`config.mk`:
```
export PLATFORM = sky130hd
export DESIGN_NAME = output_act_out_ctrl
export DESIGN_NICKNAME = d
export VERILOG_FILES = /design/src/rtl/mlp_conv_pkg.sv /design/src/rtl/sync_fifo_fwft.sv /design/src/rtl/output_act_out_ctrl.sv
export SDC_FILE = /design/constraint.sdc
export NUM_CORES = 1
export LEC_CHECK = 0
export ABC_AREA = 1
export CORE_UTILIZATION = 25
export DETAILED_ROUTE_END_ITERATION = 8
export GPL_ROUTABILITY_DRIVEN = 0
export PLACE_DENSITY = 0.44
export SLEW_MARGIN = 25
export SYNTH_ARGS = -nofsm -noshare
export SYNTH_HDL_FRONTEND = slang
export SYNTH_SLANG_ARGS = --single-unit
```
`constraint.sdc`:
```
create_clock -name CLK -period 2.62 [get_ports CLK]
set_input_delay 0.786 -clock CLK [delete_from_list [all_inputs] [get_ports CLK]]
set_output_delay 0.786 -clock CLK [all_outputs]
set_load 0.02 [all_outputs]
```
`src/rtl/mlp_conv_pkg.sv`:
```
// Shared constants, FSM state type and quantizer for mlp_conv.
// Used by both the input controllers and the output controller.
package mlp_conv_pkg;

  localparam int OUTPUT_WIDTH = 32;
  localparam int OS_WIDTH     = 40;
  localparam int OS_DEPTH     = 5;
  localparam int HEAD_BITS    = OS_WIDTH - OUTPUT_WIDTH + 1;

  typedef enum logic {
    IDLE,
    DRAIN
  } os_state_t;

  // Arithmetic right shift, then clamp into the signed 32-bit range.
  function automatic logic [OUTPUT_WIDTH-1:0] sat_shift(
    input logic signed [OS_WIDTH-1:0] v,
    input logic        [4:0]          sh
  );
    logic signed [OS_WIDTH-1:0] t;
    logic        [HEAD_BITS-1:0] head;
    t    = v >>> sh;
    head = t[OS_WIDTH-1:OUTPUT_WIDTH-1];
    if (head == {HEAD_BITS{t[OS_WIDTH-1]}})
      return t[OUTPUT_WIDTH-1:0];
    else if (t[OS_WIDTH-1])
      return {1'b1, {(OUTPUT_WIDTH-1){1'b0}}};
    else
      return {1'b0, {(OUTPUT_WIDTH-1){1'b1}}};
  endfunction

endpackage

```
`src/rtl/sync_fifo_fwft.sv`:
```
// Show-ahead synchronous FIFO with flush, count, full and empty.
// Full/empty are registered from the next-cycle count.
module sync_fifo_fwft #(
  parameter int WIDTH = 32,
  parameter int DEPTH = 16
) (
  input  logic                     clk,
  input  logic                     rst_n,
  input  logic                     clear,
  input  logic                     push,
  input  logic [WIDTH-1:0]         wdata,
  input  logic                     pop,
  output logic [WIDTH-1:0]         rdata,
  output logic [$clog2(DEPTH):0]   count,
  output logic                     full,
  output logic                     empty
);

  localparam int AW = $clog2(DEPTH);

  logic [WIDTH-1:0] mem [DEPTH];
  logic [AW-1:0]    wr_ptr;
  logic [AW-1:0]    rd_ptr;
  logic [AW:0]      next_count;
  logic             do_push;
  logic             do_pop;

  assign do_push = push & ~full;
  assign do_pop  = pop & ~empty;

  // Occupancy after this cycle's accepted push/pop.
  always_comb begin
    next_count = count;
    unique case ({do_push, do_pop})
      2'b10:   next_count = count + 1'b1;
      2'b01:   next_count = count - 1'b1;
      default: next_count = count;
    endcase
  end

  // Pointers, count and registered flags; flush wins over traffic.
  always_ff @(posedge clk or negedge rst_n) begin
    if (!rst_n) begin
      wr_ptr <= '0;
      rd_ptr <= '0;
      count  <= '0;
      full   <= 1'b0;
      empty  <= 1'b1;
    end else if (clear) begin
      wr_ptr <= '0;
      rd_ptr <= '0;
      count  <= '0;
      full   <= 1'b0;
      empty  <= 1'b1;
    end else begin
      if (do_push) wr_ptr <= wr_ptr + 1'b1;
      if (do_pop)  rd_ptr <= rd_ptr + 1'b1;
      count <= next_count;
      full  <= (next_count == (AW+1)'(DEPTH));
      empty <= (next_count == '0);
    end
  end

  // Storage array; contents are don't-care until written.
  always_ff @(posedge clk) begin
    if (do_push && !clear) mem[wr_ptr] <= wdata;
  end

  assign rdata = empty ? '0 : mem[rd_ptr];

endmodule

```
`src/rtl/output_act_out_ctrl.sv`:
```
// Captures a row of accumulator lanes, quantizes each one and
// serializes the row into a show-ahead FIFO for the host reader.
module output_act_out_ctrl
  import mlp_conv_pkg::*;
#(
  parameter int FIFO_DEPTH = 16
) (
  input  logic                    CLK,
  input  logic                    RESETN,
  input  logic                    CLEAR_FIFO,
  input  logic                    LOAD_OS,
  input  logic [OS_WIDTH-1:0]     OS_WR_DATA_0,
  input  logic [OS_WIDTH-1:0]     OS_WR_DATA_1,
  input  logic [OS_WIDTH-1:0]     OS_WR_DATA_2,
  input  logic [OS_WIDTH-1:0]     OS_WR_DATA_3,
  input  logic [OS_WIDTH-1:0]     OS_WR_DATA_4,
  input  logic [3:0]              PARAM_K,
  input  logic [4:0]              PARAM_SHIFT,
  output logic                    OS_BUSY,
  input  logic                    FIFO_RD_CMD,
  output logic [OUTPUT_WIDTH-1:0] FIFO_RD_DATA,
  output logic                    FIFO_EMPTY,
  output logic                    FIFO_FULL
);

  localparam int CW = $clog2(FIFO_DEPTH) + 1;

  os_state_t                  state;
  logic [OS_WIDTH-1:0]        lane_q [OS_DEPTH];
  logic [2:0]                 k_q;
  logic [4:0]                 sh_q;
  logic [2:0]                 idx;
  logic                       load_q;
  logic                       load_ev;
  logic                       busy;
  logic [2:0]                 k_eff;
  logic [OS_WIDTH-1:0]        lane_sel;
  logic [OUTPUT_WIDTH-1:0]    quant;
  logic                       push;
  logic                       last;
  logic [CW-1:0]              fifo_count;

  assign load_ev = LOAD_OS & ~load_q;
  assign k_eff   = (PARAM_K > 4'd5) ? 3'd5 : PARAM_K[2:0];
  assign last    = (idx == k_q - 3'd1);
  assign push    = (state == DRAIN) & ~FIFO_FULL & ~CLEAR_FIFO;
  assign OS_BUSY = busy;

  // Lane mux feeding the quantizer.
  always_comb begin
    lane_sel = lane_q[0];
    unique case (idx)
      3'd1:    lane_sel = lane_q[1];
      3'd2:    lane_sel = lane_q[2];
      3'd3:    lane_sel = lane_q[3];
      3'd4:    lane_sel = lane_q[4];
      default: lane_sel = lane_q[0];
    endcase
  end

  assign quant = sat_shift(lane_sel, sh_q);

  // Edge detect, row capture and drain sequencing.
  always_ff @(posedge CLK or negedge RESETN) begin
    if (!RESETN) begin
      state  <= IDLE;
      idx    <= '0;
      load_q <= 1'b0;
      busy   <= 1'b0;
      k_q    <= '0;
      sh_q   <= '0;
      for (int i = 0; i < OS_DEPTH; i++) lane_q[i] <= '0;
    end else begin
      load_q <= LOAD_OS;
      if (CLEAR_FIFO) begin
        state <= IDLE;
        idx   <= '0;
        busy  <= 1'b0;
      end else begin
        unique case (state)
          IDLE: begin
            if (load_ev && PARAM_K != 4'd0) begin
              lane_q[0] <= OS_WR_DATA_0;
              lane_q[1] <= OS_WR_DATA_1;
              lane_q[2] <= OS_WR_DATA_2;
              lane_q[3] <= OS_WR_DATA_3;
              lane_q[4] <= OS_WR_DATA_4;
              k_q       <= k_eff;
              sh_q      <= PARAM_SHIFT;
              idx       <= '0;
              busy      <= 1'b1;
              state     <= DRAIN;
            end
          end
          DRAIN: begin
            if (!FIFO_FULL) begin
              if (last) begin
                idx   <= '0;
                busy  <= 1'b0;
                state <= IDLE;
              end else begin
                idx <= idx + 3'd1;
              end
            end
          end
          default: state <= IDLE;
        endcase
      end
    end
  end

  sync_fifo_fwft #(
    .WIDTH (OUTPUT_WIDTH),
    .DEPTH (FIFO_DEPTH)
  ) u_fifo (
    .clk   (CLK),
    .rst_n (RESETN),
    .clear (CLEAR_FIFO),
    .push  (push),
    .wdata (quant),
    .pop   (FIFO_RD_CMD),
    .rdata (FIFO_RD_DATA),
    .count (fifo_count),
    .full  (FIFO_FULL),
    .empty (FIFO_EMPTY)
  );

  // Full flag must always agree with the occupancy counter.
  assert property (@(posedge CLK) disable iff (!RESETN)
    FIFO_FULL == (fifo_count == CW'(FIFO_DEPTH)));

endmodule

```
==> results of run 1 <==
critical path: stages, from the launching register on:
cell and delay [ns]:
dfrtp_4 0.57, inv_12 0.12, buf_8 0.12, buf_12 0.14
buf_12 0.13, o21ai_1 0.08, o221ai_2 0.17, nand3_1 0.14
a21oi_2 0.22, buf_6 0.15, buf_6 0.11
timing repair:
item / CTS / global route
buffers inserted: 87 / 39
endpoints found under the setup margin: 529 / 530
hold endpoints to repair: 0 / 0
gates resized for setup: 535 / 377
pin swaps: 133 / 239
cloned: 48 / 26
metal layers:
metal | vias to the layer above | part of all wire | routed length (um) | global-route usage
met5 | - | 0.00043 | 54 | 0
met4 | 8 | 0.022 | 2770 | 0.0485
met3 | 172 | 0.048 | 5980 | 0.0267
met2 | 721 | 0.47 | 58600 | 0.297
met1 | 13500 | 0.46 | 57100 | 0.253
li1 | 12800 | - | - | -
registers in the layout, indices dropped and copies added (netlist names), 3 cells and up:
register       flops
u_fifo.mem       512
lane_q           200
sh_q               5
u_fifo.count       5
u_fifo.rd_ptr      4
u_fifo.wr_ptr      4
idx                3
k_q                3
path summary, 6_finish.rpt:
| kind | start | end | slack [ns] | depth (start not counted) |
|---|---|---|---|---|
| hold reg to reg | lane_q[91] | lane_q[91] | 0.48 | 2 |
| setup reg to reg | idx[0] | u_fifo.mem[2][11] | -0.69 | 22 |
| hold / removal | RESETN | lane_q[43] | 0.07 | 1 |
| setup / recovery | u_fifo.rd_ptr[0] | FIFO_RD_DATA[21] | -0.80 | 10 |
| min in group CLK | lane_q[91] | lane_q[91] | 0.48 | 2 |
| max in group asynchronous | RESETN | u_fifo.empty | 1.78 | 2 |
kinds of logic after synthesis:
group,after synthesis,synth area share
xor gates and xnor gates,6,0.00160
muxes,1,0.000306
adders and majority gates,16,0.00634
DFF,741,0.644
AOI/OAI and AO/OA,585,0.108
and+or+nand+nor,1633,0.202
buffers and inverters,306,0.0375
synth_stat cells, types with 15 or more instances:
master    instances
o21ai_0         325
edfxtp_1        512
nor2_1          307
nand2_1         991
o221ai_1         86
buf_1            23
ha_1             15
o211ai_1         82
inv_1            69
o22ai_1          44
buf_2            34
a21oi_1          39
dfrtp_1         228
clkbuf_1        161
nand3_1         288
nand4_1          32
area by class of cell:
type | count | area, um2
flip-flops and latches | 741 | 21100
well taps | 1742 | 2180
fillers | 12800 | 80900
clock buffers | 115 | 2360
repair buffers | 714 | 8920
multi-input cells | 2269 | 13500
clock inverters | 43 | 437
inverters | 80 | 353
stage by stage:
stage / hold slack [ns] / total power (uW)
after CTS: 0.0699 / 60700
final: 0.0676 / 63700
after global placement: 0.463 / 41200
after global routing: 0.102 / 67100
after floorplan: 0.440 / 30900
after detailed placement: 0.466 / 41200
power by group:
part / internal [uW] / switching (uW) / total (uW)
combinational: 13400 / 19500 / 32900
clock: 6880 / 5080 / 12000
sequential: 17800 / 1070 / 18800
==> flow_metrics.env, run 1 <==
export IMPL_synthesis_nets=3518
export IMPL_synth_cell_area_um2=32800
export IMPL_layout_drive_gt1_share=0.268
export IMPL_synth_area_top_cells="edfxtp_1 (47%), dfrtp_1 (17%), nand2_1 (11%), o21ai_0 (5.0%), nand3_1 (4.4%)"
export IMPL_synth_top_cell_area_share=0.469
export IMPL_synth_seq_cells=741
export IMPL_tightest_slew_ns=0.637
export IMPL_root_buffer="clkbuf_16"
export IMPL_die_width_um=364
export IMPL_tritoncts="yes"
export IMPL_dp_slack_ns=-0.642
export IMPL_diodes=0
export IMPL_h_tree_depth=3
export IMPL_final_cell_mix="nand2_1 (886), edfxtp_1 (512), nor2_1 (256), dfrtp_1 (222), o21ai_0 (220)"
export IMPL_ant_nets=0
export IMPL_gr_usage_all_layers=0.183
export IMPL_post_dp_cell_area_um2=40500
export IMPL_grt_pass1_wl_um=180000
export IMPL_first_iter_violations=2145
export IMPL_yosysTopAreaCell="edfxtp_1"
export IMPL_dp_cells=5371
export IMPL_fin_setup_tns_ns=-285.46
export IMPL_coreArea_um2=130000
export IMPL_drcViolationCount=0
export IMPL_cp_start_kind="flip-flop"
export IMPL_holdBufCountCts=0
export IMPL_path_class="reg2out"
export IMPL_grt_ovfl_total=0
export IMPL_cts_sinks=741
export IMPL_synth_edf_count=512
export IMPL_port_buffers=248
export IMPL_routedWlPerCell_um=21.8
export IMPL_grt_pass1_vias=27200
export IMPL_cp_data_arrival_time_ns=2.63
export IMPL_final_common_cell="nand2_1"
export IMPL_hold_path_class="in2async"
export IMPL_yosys_warnings=0
export IMPL_end_kind="output pin"
export IMPL_instances_no_fill=5704
export IMPL_min_period_ns=3.42
export IMPL_post_route_period_util=1.30
export IMPL_setup_violations=528
export IMPL_fmax_mhz=293
export IMPL_nets=4123
export IMPL_cts_made_buffers=87
export IMPL_clock_skew_ns=0.0254
export IMPL_synthCells=3288
export IMPL_avgViaCountPerCell=4.77
export IMPL_crit_fanout=6
export IMPL_clk_pin_slew_ns=0.06
export IMPL_die_area_um2=132000
export IMPL_io_pins=249
export IMPL_drv_slew=0
export IMPL_relSlewSlack=0.575
export IMPL_clockBufferDepth=3
export IMPL_dp_hpwl_um=75500
export IMPL_status="complete, but fails checks"
export IMPL_async_flop_share=0.309
export IMPL_max_vdd_ir_drop_v=0.000659
export IMPL_fin_area_um2=48900
export IMPL_power_density_nw_per_um2=1300
export IMPL_wirelength_um=124000
export IMPL_vias=27200
export IMPL_num_rows=132
export IMPL_ys_seq_area_frac=0.644
export IMPL_violations="negative setup slack"
export IMPL_finalHoldViolations=0
export IMPL_syn_area_per_cell_um2=9.96
export IMPL_grt_max_degree=63
export IMPL_utilization=0.376
export IMPL_cap_viol_max_count=0
export IMPL_start_util=0.252
export IMPL_crit_required_ns=1.83
export IMPL_synth_main_ff_cell="edfxtp_1"
export IMPL_drt_pre_antenna_iters=5
export IMPL_ys_types=36
export IMPL_syn_to_final_growth_pct=49.2
export IMPL_grt_setup_unrepaired="true"
export IMPL_clk_latency_ns=0.68
export IMPL_worst_slack_ns=-0.798
export IMPL_die_y_um=364
export IMPL_p_leak_uw=0.0190
export IMPL_antenna_found_initial=4
Note: power is estimated with default switching activity, not from simulation.
==> run 2: changes to the inputs <==
--- a/config.mk
+++ b/config.mk
@@ -5,11 +5,13 @@
 export SDC_FILE = /design/constraint.sdc
 export NUM_CORES = 1
 export LEC_CHECK = 0
-export ABC_AREA = 1
+export ABC_AREA = 0
 export CORE_UTILIZATION = 25
 export DETAILED_ROUTE_END_ITERATION = 8
 export GPL_ROUTABILITY_DRIVEN = 0
+export MAX_ROUTING_LAYER = met4
 export PLACE_DENSITY = 0.44
+export RECOVER_POWER = 50
 export SLEW_MARGIN = 25
 export SYNTH_ARGS = -nofsm -noshare
 export SYNTH_HDL_FRONTEND = slang
==> run 2 against run 1 <==
Compared with the run above: the flow still finishes with violations (negative setup slack); area after synthesis shrank 1.1%; synthesized cell count down 43%; global-route usage is 2.4 points lower; clock power hardly changed; non-clock buffer count rose by 21; design area decreased by 8.0%; via count down 27%; first-iteration DRC count is 35% lower; critical path type is now reg2reg; highest routed layer is now met4.
==> flow_metrics.env, run 2 <==
export IMPL_status="complete, but fails checks"
export IMPL_violations="negative setup slack"
export IMPL_dp_cells=4144
export IMPL_syn_to_final_growth_pct=38.8
export IMPL_routedWlPerCell_um=23.1
export IMPL_fillers=12200
export IMPL_die_width_um=362
export IMPL_start_util=0.253
export IMPL_fin_area_um2=45000
export IMPL_synthesis_nets=2103
export IMPL_drt_pre_antenna_iters=5
export IMPL_r2r_start="idx[0]"
export IMPL_synthCells=1873
export IMPL_busiest_layer="met2"
export IMPL_post_dp_cell_area_um2=41400
export IMPL_use_met2=0.252
export IMPL_hold_path_class="in2async"
export IMPL_grt_ovfl_total=0
export IMPL_setup_violations=534
export IMPL_synth_most_common_cell="edfxtp_1"
export IMPL_crit_required_ns=3.14
export IMPL_fin_setup_tns_ns=-563.25
export IMPL_grt_max_degree=55
export IMPL_first_iter_violations=1402
export IMPL_ys_types=63
export IMPL_cap_viol_max_count=0
export IMPL_crit_chain="buf_6 -> ha_4 -> nor4_4 -> a21oi_4 -> buf_12 -> mux2i_4 -> mux4_2 -> o21a_4 -> o41ai_4 -> a41o_2 -> buf_12 -> buf_6 -> mux2i_4 -> buf_12 -> buf_12"
export IMPL_path_class="reg2reg"
export IMPL_grt_setup_unrepaired="true"
export IMPL_power_density_nw_per_um2=915
export IMPL_cp_startpoint="idx[0]"
export IMPL_dp_hpwl_um=71100
export IMPL_max_stage_delay_ns=0.49
export IMPL_cts_made_buffers=87
export IMPL_num_rows=131
export IMPL_port_buffers=248
export IMPL_coreArea_um2=128000
export IMPL_utilization=0.351
export IMPL_yosys_warnings=0
export IMPL_syn_area_per_cell_um2=17.3
export IMPL_nets=2791
export IMPL_h_tree_depth=3
export IMPL_clockBufferDepth=3
export IMPL_endpoint="u_fifo.mem[10][19]"
export IMPL_p_switching_uw=12300
export IMPL_die_y_um=362
export IMPL_grt_pass1_wl_um=148000
export IMPL_drv_slew=0
export IMPL_fmax_mhz=265
export IMPL_cts_sinks=741
export IMPL_synth_edf_count=512
export IMPL_r2r_cells=15
export IMPL_post_route_period_util=1.44
export IMPL_p_leak_uw=0.0159
export IMPL_r2r_end="u_fifo.mem[10][19]"
export IMPL_gr_usage_all_layers=0.159
export IMPL_antenna_found_initial=17
export IMPL_relSlewSlack=0.0311
export IMPL_pwr_share_clk=0.289
export IMPL_worst_slack_ns=-1.15
export IMPL_cp_slowest_cell="mux4_2"
export IMPL_instances_no_fill=4378
export IMPL_wirelength_um=101000
export IMPL_holdBufCountCts=0
export IMPL_largest_reg_flops=512
export IMPL_final_common_cell="edfxtp_1"
export IMPL_seqPwrFrac=0.382
export IMPL_cp_start_kind="flip-flop"
export IMPL_clk_latency_ns=0.69
export IMPL_cp_data_arrival_time_ns=4.30
export IMPL_root_buffer="clkbuf_16"
export IMPL_synth_main_ff_cell="edfxtp_1"
export IMPL_cp_top_family="multiplexers"
export IMPL_synth_seq_cells=741
export IMPL_synth_area_top_cells="edfxtp_1 (47%), dfrtp_1 (18%), mux4_2 (14%), mux2_2 (7.1%), mux2i_1 (2.3%)"
export IMPL_end_kind="flip-flop"
export IMPL_min_period_ns=3.77
export IMPL_worst_path_buf_inv=6
export IMPL_yosysTopAreaCell="edfxtp_1"
export IMPL_final_cell_mix="edfxtp_1 (512), buf_4 (313), dfrtp_1 (222), clkdlybuf4s50_1 (212), mux2_2 (205)"
export IMPL_die_area_um2=131000
export IMPL_register_area_um2=21100
export IMPL_ant_nets=0
export IMPL_tritoncts="yes"
export IMPL_cp_num_cells=15
export IMPL_finalPower_uw=41100
export IMPL_clk_pin_slew_ns=0.06
export IMPL_clock_skew_ns=0.0547
export IMPL_finalHoldViolations=0
export IMPL_synth_top_cell_area_share=0.475
export IMPL_p_int_uw=28900
export IMPL_io_pins=249
export IMPL_yosys_top_cells_count="edfxtp_1 (512), dfrtp_1 (228), mux2_2 (205), mux4_2 (199), clkbuf_1 (83)"
export IMPL_async_flop_share=0.309
export IMPL_combPwrFrac=0.328
export IMPL_vias=19900
export IMPL_max_vdd_ir_drop_v=0.000606
export IMPL_ys_seq_area_frac=0.652
export IMPL_cpMostUsedCell="buf_12"
export IMPL_layout_drive_gt1_share=0.433
export IMPL_grt_pass1_vias=21600
export IMPL_avgViaCountPerCell=4.56
export IMPL_reg_top3="u_fifo.mem x512, lane_q x200"
export IMPL_synth_cell_area_um2=32400
export IMPL_multi_input_area_um2=11300
export IMPL_rrSetupSlack_ns=-1.15
export IMPL_largest_register="u_fifo.mem"
export IMPL_met1_usage=0.205
export IMPL_switching_share=0.298
export IMPL_drcViolationCount=0
export IMPL_grtUsageMet3=0.0350
export IMPL_tightest_slew_ns=1.45
export IMPL_crit_fanout=8
## run 2: cell count changes after synthesis, sizes merged, moves of 36 or more
| cell | change |
|---|---|
| inv | -61 |
| mux2 | +205 |
| mux4 | +199 |
| o211ai | -72 |
| nor2b | +36 |
| a22oi | +47 |
| nor2 | -226 |
| o21ai | -251 |
| mux2i | +76 |
| clkbuf | -78 |
| o221ai | -84 |
| nand2 | -956 |
| nand3 | -284 |
## run 2: logic make-up after synthesis
group,after synthesis,synth area share
and+or+nand+nor,197,0.0290
buffers and inverters,153,0.0198
muxes,481,0.234
DFF,741,0.652
adders and majority gates,16,0.00641
AOI/OAI and AO/OA,271,0.0560
xor gates and xnor gates,14,0.00378
## run 2: cell type report
cell class / count / share of cell area
Sequential cell: 741 / 0.470
Timing Repair Buffer: 735 / 0.165
Antenna cell: 18 / 0.00100
Clock inverter: 54 / 0.0111
Tap cell: 1729 / 0.0481
Multi-Input combinational cell: 979 / 0.251
Clock buffer: 105 / 0.0519
Inverter: 17 / 0.00161
## run 2: power by group through the flow
| stage | logic (uW) | clock network, uW | registers [uW] |
|---|---|---|---|
| floorplan | 6390 | 0 | 15600 |
| global placement | 11700 | 0 | 16000 |
| detailed placement | 11800 | 0 | 16000 |
| CTS | 12700 | 12300 | 15700 |
| global route | 14500 | 12700 | 15800 |
| finish | 13500 | 11900 | 15700 |
## run 2: worst min path at each step
stage           startpoint           to  slack [ns]  depth (start not counted)
6_report            RESETN  lane_q[140]        0.46                          1
5_1_grt        lane_q[105]  lane_q[105]        0.52                          1
4_1_cts             RESETN  lane_q[140]        0.02                          1
3_5_place_dp   lane_q[133]  lane_q[133]        0.50                          1
3_3_place_gp   lane_q[135]  lane_q[135]        0.49                          1
2_1_floorplan  lane_q[160]  lane_q[160]        0.48                          1
## run 2: metal layers
metal / up-vias / wire length [um]
li1: 8937 / -
met1: 10400 / 45400
met2: 454 / 48600
met3: 137 / 4940
met4: 0 / 2360
met5: - / 0
## run 2: stage by stage
stage / hold slack [ns] / setup WS [ns]
3_3_place_gp: 0.495 / -1.40
2_1_floorplan: 0.475 / -0.929
5_1_grt: 0.524 / -1.25
3_5_place_dp: 0.496 / -1.48
6_report: 0.461 / -1.15
4_1_cts: 0.0232 / -1.23
## run 2: what timing repair did
item / 4_1_cts / 5_1_grt
endpoints found under the setup margin: 550 / 551
pin swaps: 14 / 22
setup buffers: 25 / 26
gates cloned: 3 / 3
resized for setup: 185 / 79
## run 2: worst register-to-register path, cell delays in order (launching register included)
cell     delay [ns]
dfrtp_2        0.44
buf_6          0.14
ha_4           0.18
nor4_4         0.32
a21oi_4        0.11
buf_12         0.17
mux2i_4        0.21
mux4_2         0.49
o21a_4         0.25
o41ai_4        0.37
a41o_2         0.18
buf_12         0.13
buf_6          0.10
mux2i_4        0.23
buf_12         0.16
buf_12         0.14
